$ cat config.mk
export PLATFORM = sky130hd
export DESIGN_NAME = fifo_rd_stream_adapter
export DESIGN_NICKNAME = d
export VERILOG_FILES = /design/src/rtl/fifo_pkg.sv /design/src/rtl/fifo_rd_stream_adapter.sv
export SDC_FILE = /design/constraint.sdc
export NUM_CORES = 1
export LEC_CHECK = 0
export ABC_AREA = 1
export BUFFER_PORTS_ARGS = -buffer_cell sky130_fd_sc_hd__buf_4
export CAP_MARGIN = 20
export CELL_PAD_IN_SITES_DETAIL_PLACEMENT = 1
export CELL_PAD_IN_SITES_GLOBAL_PLACEMENT = 1
export CORE_ASPECT_RATIO = 1.1
export CORE_MARGIN = 2
export CORE_UTILIZATION = 41
export DETAILED_ROUTE_END_ITERATION = 7
export HOLD_SLACK_MARGIN = 0.02
export PLACE_DENSITY = 0.92
export SYNTH_ARGS = -nofsm -noshare
export SYNTH_HDL_FRONTEND = slang
export SYNTH_SLANG_ARGS = --single-unit
$ cat constraint.sdc
create_clock -name clk -period 4.55 [get_ports clk]
set_input_delay 0.455 -clock clk [delete_from_list [all_inputs] [get_ports clk]]
set_output_delay 0.455 -clock clk [all_outputs]
set_load 0.01 [all_outputs]
$ cat src/rtl/fifo_pkg.sv
// Shared definitions for the FIFO read-side stream adapter.
//   BUF_DEPTH : output buffer entries (fixed at 2: one held word plus one
//               read in flight is the minimum for one word per cycle).
//   buf_cnt_t : occupancy count of the output buffer (0..2).
package fifo_pkg;
  localparam int BUF_DEPTH = 2;
  typedef logic [1:0] buf_cnt_t;
endpackage

$ cat src/rtl/fifo_rd_stream_adapter.sv
// fifo_rd_stream_adapter
// Turns the one-cycle-latency read port of a synchronous FIFO into a
// valid/ready stream through a 2-entry output buffer.
// Ports:
//   clk, reset        : clock, synchronous active-high reset
//   fifo_empty        : FIFO empty flag
//   rd_data           : FIFO read data, valid the cycle after an accepted pop
//   pop               : FIFO read request
//   m_valid/m_ready   : stream handshake
//   m_data            : stream word, always the registered buffer head
//   idle              : nothing buffered, nothing in flight, FIFO empty
module fifo_rd_stream_adapter
  import fifo_pkg::*;
#(
  parameter int DATA_WIDTH = 32
) (
  input  logic                  clk,
  input  logic                  reset,
  input  logic                  fifo_empty,
  input  logic [DATA_WIDTH-1:0] rd_data,
  output logic                  pop,
  output logic                  m_valid,
  output logic [DATA_WIDTH-1:0] m_data,
  input  logic                  m_ready,
  output logic                  idle
);

  buf_cnt_t                               cnt;
  logic                                   inflight;
  logic [BUF_DEPTH-1:0][DATA_WIDTH-1:0]   slot_q;

  logic       deq;
  logic [2:0] occ;     // words owned after this cycle: buffered + arriving - leaving
  logic       wr_idx;  // slot that an arriving word lands in

  assign m_valid = (cnt != 2'd0);
  assign m_data  = slot_q[0];
  assign deq     = m_valid & m_ready;
  assign occ     = {1'b0, cnt} + {2'b00, inflight} - {2'b00, deq};

  // m_ready reaches pop combinationally so a draining buffer can refill
  // in the same cycle and sustain one word per cycle.
  assign pop     = ~reset & ~fifo_empty & (occ < 3'(BUF_DEPTH));

  // Arriving word goes right behind whatever survives this cycle's dequeue.
  assign wr_idx  = ((cnt - {1'b0, deq}) == 2'd1);

  assign idle    = (cnt == 2'd0) & ~inflight & fifo_empty;

  always_ff @(posedge clk) begin
    if (reset) begin
      cnt      <= '0;
      inflight <= 1'b0;
      slot_q   <= '0;
    end else begin
      inflight <= pop;
      cnt      <= occ[1:0];
      if (deq) slot_q[0] <= slot_q[1];
      // Capture after the shift so a word landing in slot 0 wins over it.
      if (inflight) slot_q[wr_idx] <= rd_data;
    end
  end

  always_ff @(posedge clk) begin
    if (!reset) assert (occ <= 3'(BUF_DEPTH));
  end

endmodule
==> flow_summary.toml, run 1 <==
[outcome]
status = "finished clean"

[sta]
fin_crit_sh = 0.6488
finalSetupViolCount = 0
setup_ws_ps = 1598
relSlewSlack = 0.4488
period_needed_ps = 2952
hold_slack_ps = 300.9
hold_viol = 0
rsz0062_at_grt = "false"
fmax_mhz = 338.8
slew_violations = 0
fin_worst_skew_ps = 8.543
tightest_slew_ps = 824.9
tns_ps = 0

[place]
pre_cts_slack_ps = 1886
io_buffers = 70
numPlacedInstances = 545
gp_congestion = 0.7148
placed_cell_area_sq_um = 3338
place_hpwl_microns = 4829

[layout]
layout.cells.non_filler = 561
fill_cells = 987
area_delta_synth_final_pct = 14.04
layout-drive-gt1-share = 0.2046
final_common_cell = "nor2_1"
final-seq-area_sq_um = 1341
final_core_util = 0.4798
layout_common_cells = "132 x nor2_1, 103 x nand2_1, 73 x buf_4, 67 x dfxtp_1, 34 x o21ai_0"
multi_input_area_sq_um = 1306
final_cell_area_sq_um = 3546
nets = 507
antenna_cells = 0

[worst_setup_path]
cp_common_cell = "nand2_1"
end_kind = "output port"
worstPathMaxFanout = 33
critPathRequiredTime_ps = 4090
cp.arrival_ps = 2500
crit_slowest_cell = "fa_1"
cp.depth = 10
crit_start = "cnt[1]"
r2r_slack_ps = 2230
max_stage_delay_ps = 490
worstReg2RegStart = "cnt[1]"
endpoint = "pop"
r2r_end = "slot_q[58]"
crit_chain = "inv_2 > nand2_4 > nand2_1 > buf_4 > nand2_1 > nand2_1 > ha_1 > fa_1 > nor4_1 > buf_4"
worst-path-buf-inv = 3
crit_family = "adder cells"
startpoint_type = "flip-flop"
path_class = "reg2out"
ff2ff_path_depth = 6

[clock_tree]
post_cts_resized = 0
cts_tree = "built"
insertion_delay_ps = 340
clockBufferDepth = 2
root_buffer = "clkbuf_8"
path_clk_slew_ps = 70
cts_buffers = 9
cts_setup_buffers = 0
cts_hold_buf = 0
clock-sinks = 67
htreeDepth = 3

[global_route]
antenna_found_initial = 0
grt_pass1_vias = 2799
globalRouteTotalUtil = 0.1938
grt_overflow_total = 0
grt_pass1_wl_microns = 12570
grt_start_max_net_pins = 65

[run]
max_cap_violations = 0

[floorplan]
ios = 71
placementRows = 33
die_x_microns = 87.03
die_area_sq_um = 8297
dieHeight_microns = 95.34
core_sq_um = 7391
initial_utilization = 0.4207

[routing]
drt-initial-drc-count = 113
drc = 0
drt-vias-per-instance = 4.971
routed_wirelength_microns = 7622
vias = 2789
wl_per_cell_microns = 13.59
ant_nets = 0
drt_pass1_iterations = 4

[power]
p_leak_nw = 1.621
power_density_nw_per_um2 = 618.4
vdd_drop_max_v = 0.0002125
total_power_mw = 2.193

[logic_synthesis]
ys_warn_count = 0
syn_area_sq_um = 3109
synth_cell_types = 25
postSynthCellCount = 441
synth-seq-cells = 67
syn_avg_cell_area_sq_um = 7.050
seq_area_frac_synth = 0.4314
synth_nets = 479

[min_path]
hold_path_class = "in2reg"
[per-layer routing]
metal  vias to the layer above  track usage  share of wire
met2                        54       0.3454           0.50
met1                      1327       0.2211           0.44
met3                        11      0.03290          0.038
li1                       1397            -              -
met4                         0      0.09766          0.016
met5                         -            0              0
[worst reg2reg max path: stages, from the launching register on]
cell and delay (ps):
dfxtp_1 420, inv_2 90, nand2_4 100, nand4_2 630, inv_2 780, nor2_1 100, nor2_1 130
[layout make-up]
class / instances / share of cell area
Clock buffer: 10 / 0.03599
Inverter: 9 / 0.009527
Clock inverter: 6 / 0.02258
Tap cell: 87 / 0.03070
Multi-Input combinational cell: 309 / 0.3684
Timing Repair Buffer: 73 / 0.1546
Sequential cell: 67 / 0.3783
[flip-flops by register name, summed over array words and instances, names as in the netlist]
signal	cells
cnt	2
inflight	1
m_data	32
slot_q	32
[how the worst min path moves through the flow]
stage                     from          to  slack (ps)  depth (start not counted)
finish              fifo_empty    inflight         300                          2
global route        fifo_empty    inflight         300                          2
global placement    slot_q[60]  slot_q[60]         460                          2
CTS                 fifo_empty    inflight         280                          2
detailed placement  slot_q[50]  slot_q[50]         470                          2
floorplan           slot_q[32]  slot_q[32]         450                          2
[cells in the mapped netlist]
cell	number	area, sq um
o21ai_0	34	170.2
buf_12	3	60.06
clkbuf_8	1	13.76
nor2_1	132	495.5
nand2_4	1	11.26
ha_1	1	12.51
nor4_1	2	12.51
buf_2	7	35.03
nand2_2	1	6.260
clkinv_1	1	3.750
fa_1	1	20.02
nand3_1	5	25.02
nand4_2	1	12.51
inv_1	5	18.77
nand2_1	103	386.6
dfxtp_1	67	1341
o21ai_2	1	8.760
clkbuf_1	9	33.78
buf_4	32	240.2
nand3_2	1	10.01
inv_2	3	11.26
o21ai_1	24	120.1
nor2_2	1	6.260
buf_6	4	45.04
xnor2_1	1	8.760
[report_power, final]
group          switching, mW  total [mW]  internal [mW]  leakage (nW)
Combinational          0.477       0.818          0.340         0.966
Clock                  0.222       0.527          0.305         0.110
Sequential            0.0958       0.848          0.753         0.545
[cells by family after synthesis]
kind of cell    Yosys count  share of synthesized area
simple gates            247                     0.3107
flops                    67                     0.4314
buf+inv                  65                     0.1485
compound gates           59                    0.09618
fa+ha+maj                 2                    0.01046
xor+xnor                  1                   0.002817
Note: power is estimated with default switching activity, not from simulation.
==> run 2, diff against run 1 <==
- ABC_AREA: 1 -> 0
- CORE_UTILIZATION: 41 -> 37
- PLACE_DENSITY: 0.92 -> 0.82
- clock period: 4.55 -> 2.7 ns (I/O delays scaled with it)
==> run 2 against run 1 <==
- largest cell class is now multi-input combinational cells
- largest power group unchanged
- combinational power grew 58%
- first-iteration DRC count shrank 42%
- highest routed layer unchanged
- non-clock buffer count grew 5
- sequential share of layout area shrank 4.1 points
- wire length grew 6.3%
- synthesized area grew 7.4%
- utilization shrank 2.9 points
==> flow_summary.toml, run 2 <==
[sta]
hold_slack_ps = 116.1
finalSetupViolCount = 0
fin_crit_sh = 0.9607
setup_ws_ps = 106.2
tns_ps = 0
hold_viol = 0
tightest_slew_ps = 1002
period_needed_ps = 2594
slew_violations = 0
fin_worst_skew_ps = 9.246
relSlewSlack = 0.3323
fmax_mhz = 385.5

[clock_tree]
cts_buffers = 9
clockBufferDepth = 2
cts_setup_buffers = 0
htreeDepth = 3
path_clk_slew_ps = 80
cts_tree = "built"
insertion_delay_ps = 340
clock-sinks = 67
root_buffer = "clkbuf_8"

[power]
p_leak_nw = 1.671
vdd_drop_max_v = 0.0003818
clkPwrFrac = 0.305
p_seq_frac = 0.351
power_switching_mw = 1.240
power_density_nw_per_um2 = 940.4
p_comb_frac = 0.344
swShare = 0.3311
total_power_mw = 3.745
p_int_mw = 2.505

[logic_synthesis]
syn_area_sq_um = 3338
synth_cell_types = 25
synth_nets = 381
synth_flop_cell = "dfxtp_1"
yosys.area.top_type = "dfxtp_1"
syn_avg_cell_area_sq_um = 9.732
postSynthCellCount = 343
ys_warn_count = 0
synthTopCellsByArea = "dfxtp_1 40%, mux2i_1 19%, o41ai_1 8.4%, a21oi_2 7.9%, buf_4 7.9%"
synth_edf_count = 0
synth_common_cells = "67 x dfxtp_1, 66 x nand2_1, 64 x mux2i_1"
synth_most_common_cell = "dfxtp_1"
seq_area_frac_synth = 0.4018
synth-seq-cells = 67
synth.top_cell.area_share = 0.4018
async_flop_share = 0

[floorplan]
dieHeight_microns = 103.6
initial_utilization = 0.3781
die_area_sq_um = 9799
placementRows = 36
die_x_microns = 94.57
core_sq_um = 8828
ios = 71

[worst_setup_path]
worstReg2RegStart = "inflight"
ff2ff_path_depth = 4
r2r_slack_ps = 580
cp.arrival_ps = 2320
critPathRequiredTime_ps = 2430
path_class = "reg2out"
end_kind = "output port"
endpoint = "pop"
r2r_end = "m_data[31]"
startpoint_type = "flip-flop"
crit_start = "cnt[1]"
worstPathMaxFanout = 6

[global_route]
antenna_found_initial = 0
grt_overflow_total = 0
grt_start_max_net_pins = 67
globalRouteTotalUtil = 0.1703
grt_pass1_vias = 2710
grt_pass1_wl_microns = 13250

[routing]
wl_per_cell_microns = 16.64
vias = 2527
drt_pass1_iterations = 4
drt-initial-drc-count = 65
drc = 0
routed_wirelength_microns = 8105
ant_nets = 0
drt-vias-per-instance = 5.189

[layout]
layout_common_cells = "76 x buf_4, 66 x nand2_1, 65 x dfxtp_1, 64 x mux2i_1, 32 x o41ai_1"
area_delta_synth_final_pct = 19.30
nets = 406
layout.cells.non_filler = 487
antenna_cells = 0
layout-drive-gt1-share = 0.3619
fill_cells = 1021
final_common_cell = "buf_4"

[place]
place_hpwl_microns = 5105
numPlacedInstances = 471
pre_cts_slack_ps = 386.6
io_buffers = 70
gp_congestion = 0.6961

[run]
max_cap_violations = 0

[outcome]
status = "finished clean"

[min_path]
hold_path_class = "in2reg"
## run 2: changes by cell type after synthesis, sizes merged, moves of 2 or more
cell and delta:
o21ai -58, nor2 -133, o41ai +32, nand2 -39
nor3b +2, inv -7, a21oi +32, mux2i +64
nand3 -5, nor2b +2, clkbuf +9
## run 2: power by group through the flow
stage	combinational (mW)	sequential, mW	clock, mW
floorplan	1.06	1.29	0
global placement	1.26	1.33	0
detailed placement	1.29	1.34	0
CTS	1.29	1.32	1.17
global route	1.39	1.34	1.21
finish	1.29	1.31	1.14
## run 2: how the worst min path moves through the flow
stage / start / to / slack (ps) / cells after the start
final: fifo_empty / inflight / 120 / 2
after floorplan: reset / cnt[0] / 340 / 1
after CTS: fifo_empty / inflight / 100 / 2
after global routing: fifo_empty / inflight / 110 / 2
after global placement: slot_q[42] / slot_q[42] / 440 / 2
after detailed placement: slot_q[42] / slot_q[42] / 450 / 2
## run 2: cell type report
type                       count  area, sq um  share of cell area
inverter                       3        11.26            0.002828
tap                          114        142.6             0.03582
multi-input combinational    209         1600              0.4018
clock inverter                 6        136.4             0.03424
clock buffer                  10        137.6             0.03456
timing repair buffer          78        610.6              0.1533
sequential                    67         1344              0.3374
## run 2: critical path, cell delays in order (launching register included)
cell	delay, ps
dfxtp_2	370
or2_2	330
nand3_2	130
nand2_1	70
ha_1	190
fa_2	450
nor4_2	270
buf_4	160
## run 2: logic make-up (layout without fill, tap and decap cells)
kind of cell / Yosys count / after routing / share of synthesized area
AOI/OAI and AO/OA: 66 / 66 / 0.1705
xor gates and xnor gates: 1 / 1 / 0.002624
adders and majority gates: 2 / 2 / 0.009745
buffers and inverters: 67 / 97 / 0.1278
DFF: 67 / 67 / 0.4018
muxes: 64 / 64 / 0.1919
and+or+nand+nor: 76 / 76 / 0.09558
## run 2: stage by stage
step,cell area [sq um],util
after global routing,3983,0.4511
final,3983,0.4511
after CTS,3968,0.4494
after detailed placement,3692,0.4182
after global placement,3692,0.4182
after floorplan,3338,-
## run 2: timing repair
| item | CTS | global route |
|---|---|---|
| pin swaps | 0 | 1 |
| setup endpoints to repair | 1 | 1 |
| hold buffers | 0 | 0 |
| gates resized for setup | 1 | 4 |
## run 2: per-layer routing
| layer | up-vias | GRT usage | part of all wire | routed length (microns) |
|---|---|---|---|---|
| li1 | 1229 | - | - | - |
| met1 | 1237 | 0.2003 | 0.44 | 3562 |
| met2 | 51 | 0.3000 | 0.50 | 4058 |
| met3 | 10 | 0.03564 | 0.045 | 362 |
| met4 | 0 | 0.06211 | 0.015 | 122 |
| met5 | - | 0 | 0 | 0 |
==> run 3, diff against run 2 <==
- CORE_UTILIZATION: 37 -> 39
- CTS_BUF_LIST: not set -> sky130_fd_sc_hd__clkbuf_8
- PLACE_DENSITY: 0.82 -> 0.85
==> run 3 against run 2 <==
- clock power decreased by 40%
- sequential share of layout area increased by 1.2 points
- utilization increased by 0.90 points
- total power decreased by 12%
- combinational power about the same
- clock skew decreased by 3.7 ps
- die area decreased by 4.9%
- non-clock buffer count unchanged
- clock-buffer cell count decreased by 1
- critical path type unchanged
- largest power group unchanged
- highest routed layer unchanged
==> flow_summary.toml, run 3 (same netlist as run 2, synthesis figures left out) <==
[power]
total_power_mw = 3.288
p_leak_nw = 1.631
vdd_drop_max_v = 0.0005632
power_density_nw_per_um2 = 854.2

[layout]
layout_common_cells = "77 x buf_4, 66 x nand2_1, 65 x dfxtp_1, 64 x mux2i_1, 32 x o41ai_1"
nets = 406
final_common_cell = "buf_4"
area_delta_synth_final_pct = 15.29
layout-drive-gt1-share = 0.3485
antenna_cells = 0
fill_cells = 986

[worst_setup_path]
ff2ff_path_depth = 4
end_kind = "output port"
worstReg2RegStart = "inflight"
r2r_end = "m_data[0]"
critPathRequiredTime_ps = 2430
startpoint_type = "flip-flop"
r2r_slack_ps = 600
worstPathMaxFanout = 6
crit_start = "cnt[1]"
path_class = "reg2out"
endpoint = "pop"
cp.arrival_ps = 2280

[routing]
routed_wirelength_microns = 8060
drc = 0
drt-initial-drc-count = 72
ant_nets = 0
drt_pass1_iterations = 4
vias = 2546
drt-vias-per-instance = 5.260
wl_per_cell_microns = 16.65

[run]
max_cap_violations = 0

[sta]
tightest_slew_ps = 1018
period_needed_ps = 2549
slew_violations = 0
finalSetupViolCount = 0
hold_viol = 0
fin_crit_sh = 0.9440
relSlewSlack = 0.3214
fmax_mhz = 392.3
tns_ps = 0
fin_worst_skew_ps = 5.513
rsz0062_at_grt = "false"

[global_route]
globalRouteTotalUtil = 0.1794
grt_overflow_total = 0
grt_pass1_wl_microns = 13070
grt_start_max_net_pins = 55
grt_pass1_vias = 2660
antenna_found_initial = 0

[clock_tree]
cts_tree = "built"
cts_hold_buf = 0
clock-sinks = 67
root_buffer = "clkbuf_8"
path_clk_slew_ps = 70
cts_buffers = 9
insertion_delay_ps = 330
htreeDepth = 3
clockBufferDepth = 2

[outcome]
status = "finished clean"

[floorplan]
placementRows = 35
core_sq_um = 8364
dieHeight_microns = 101.0
die_x_microns = 92.21
initial_utilization = 0.3991
ios = 71
die_area_sq_um = 9316

[min_path]
hold_path_class = "in2reg"

[place]
gp_congestion = 0.6755
io_buffers = 70
place_hpwl_microns = 5053
-- run 3: changes by cell type in the layout (fill, tap and decap cells not counted), sizes merged --
cell / delta
bufinv: -4
clkinvlp: -1
clkinv: +2
inv: +4
clkbuf: -1
-- run 3: where the power goes --
part / switching, mW / leakage, nW / total [mW] / internal [mW]
sequential: 0.123 / 0.546 / 1.32 / 1.19
clock: 0.364 / 0.0977 / 0.679 / 0.315
combinational: 0.708 / 0.988 / 1.29 / 0.582
-- run 3: worst min-delay path by stage --
stage / cells past startpoint / from / to / slack (ps)
after floorplan: 1 / reset / cnt[0] / 340
after global placement: 2 / slot_q[44] / slot_q[44] / 440
after detailed placement: 2 / slot_q[36] / slot_q[36] / 450
after CTS: 2 / fifo_empty / inflight / 100
after global routing: 2 / reset / cnt[1] / 120
final: 2 / fifo_empty / inflight / 120
-- run 3: layer usage --
layer	vias to the layer above	wire length, microns	track usage
met5	-	0	0
met3	8	346	0.05011
li1	1239	-	-
met1	1252	3605	0.2095
met4	0	86	0.05166
met2	47	4021	0.3218
-- run 3: area by class of cell --
cell class                      instances  area [sq um]  share of cell area
Timing Repair Buffer                   78         598.1              0.1554
Clock inverter                          7         30.03            0.007802
Inverter                                3         11.26            0.002926
Multi-Input combinational cell        209          1600              0.4158
Sequential cell                        67          1346              0.3498
Clock buffer                            9         123.9             0.03218
Tap cell                              111         138.9             0.03609
-- run 3: stage by stage --
| stage | instances | cell area, sq um | utilization | setup WS [ps] | hold WS (ps) |
|---|---|---|---|---|---|
| floorplan | 343 | 3338 | - | 356.1 | 341.6 |
| global placement | 467 | 3669 | 0.4386 | 490.2 | 442.2 |
| detailed placement | 467 | 3669 | 0.4386 | 361.2 | 452.5 |
| CTS | 483 | 3824 | 0.4571 | 12.18 | 99.33 |
| global route | 484 | 3849 | 0.4601 | 31.22 | 115.3 |
| finish | 484 | 3849 | 0.4601 | 151.1 | 120.0 |
-- run 3: timing repair --
item	CTS	global route
buffers inserted	0	1
endpoints found under the setup margin	1	1
pin swaps	0	2
resized for setup	1	5
-- run 3: worst max-delay path, cell delays in order, from the launching register on --
cell     delay, ps
dfxtp_4        380
or2_4          250
nand3_2         90
nand2_1         60
ha_1           200
fa_1           500
nor4_2         290
buf_4          160
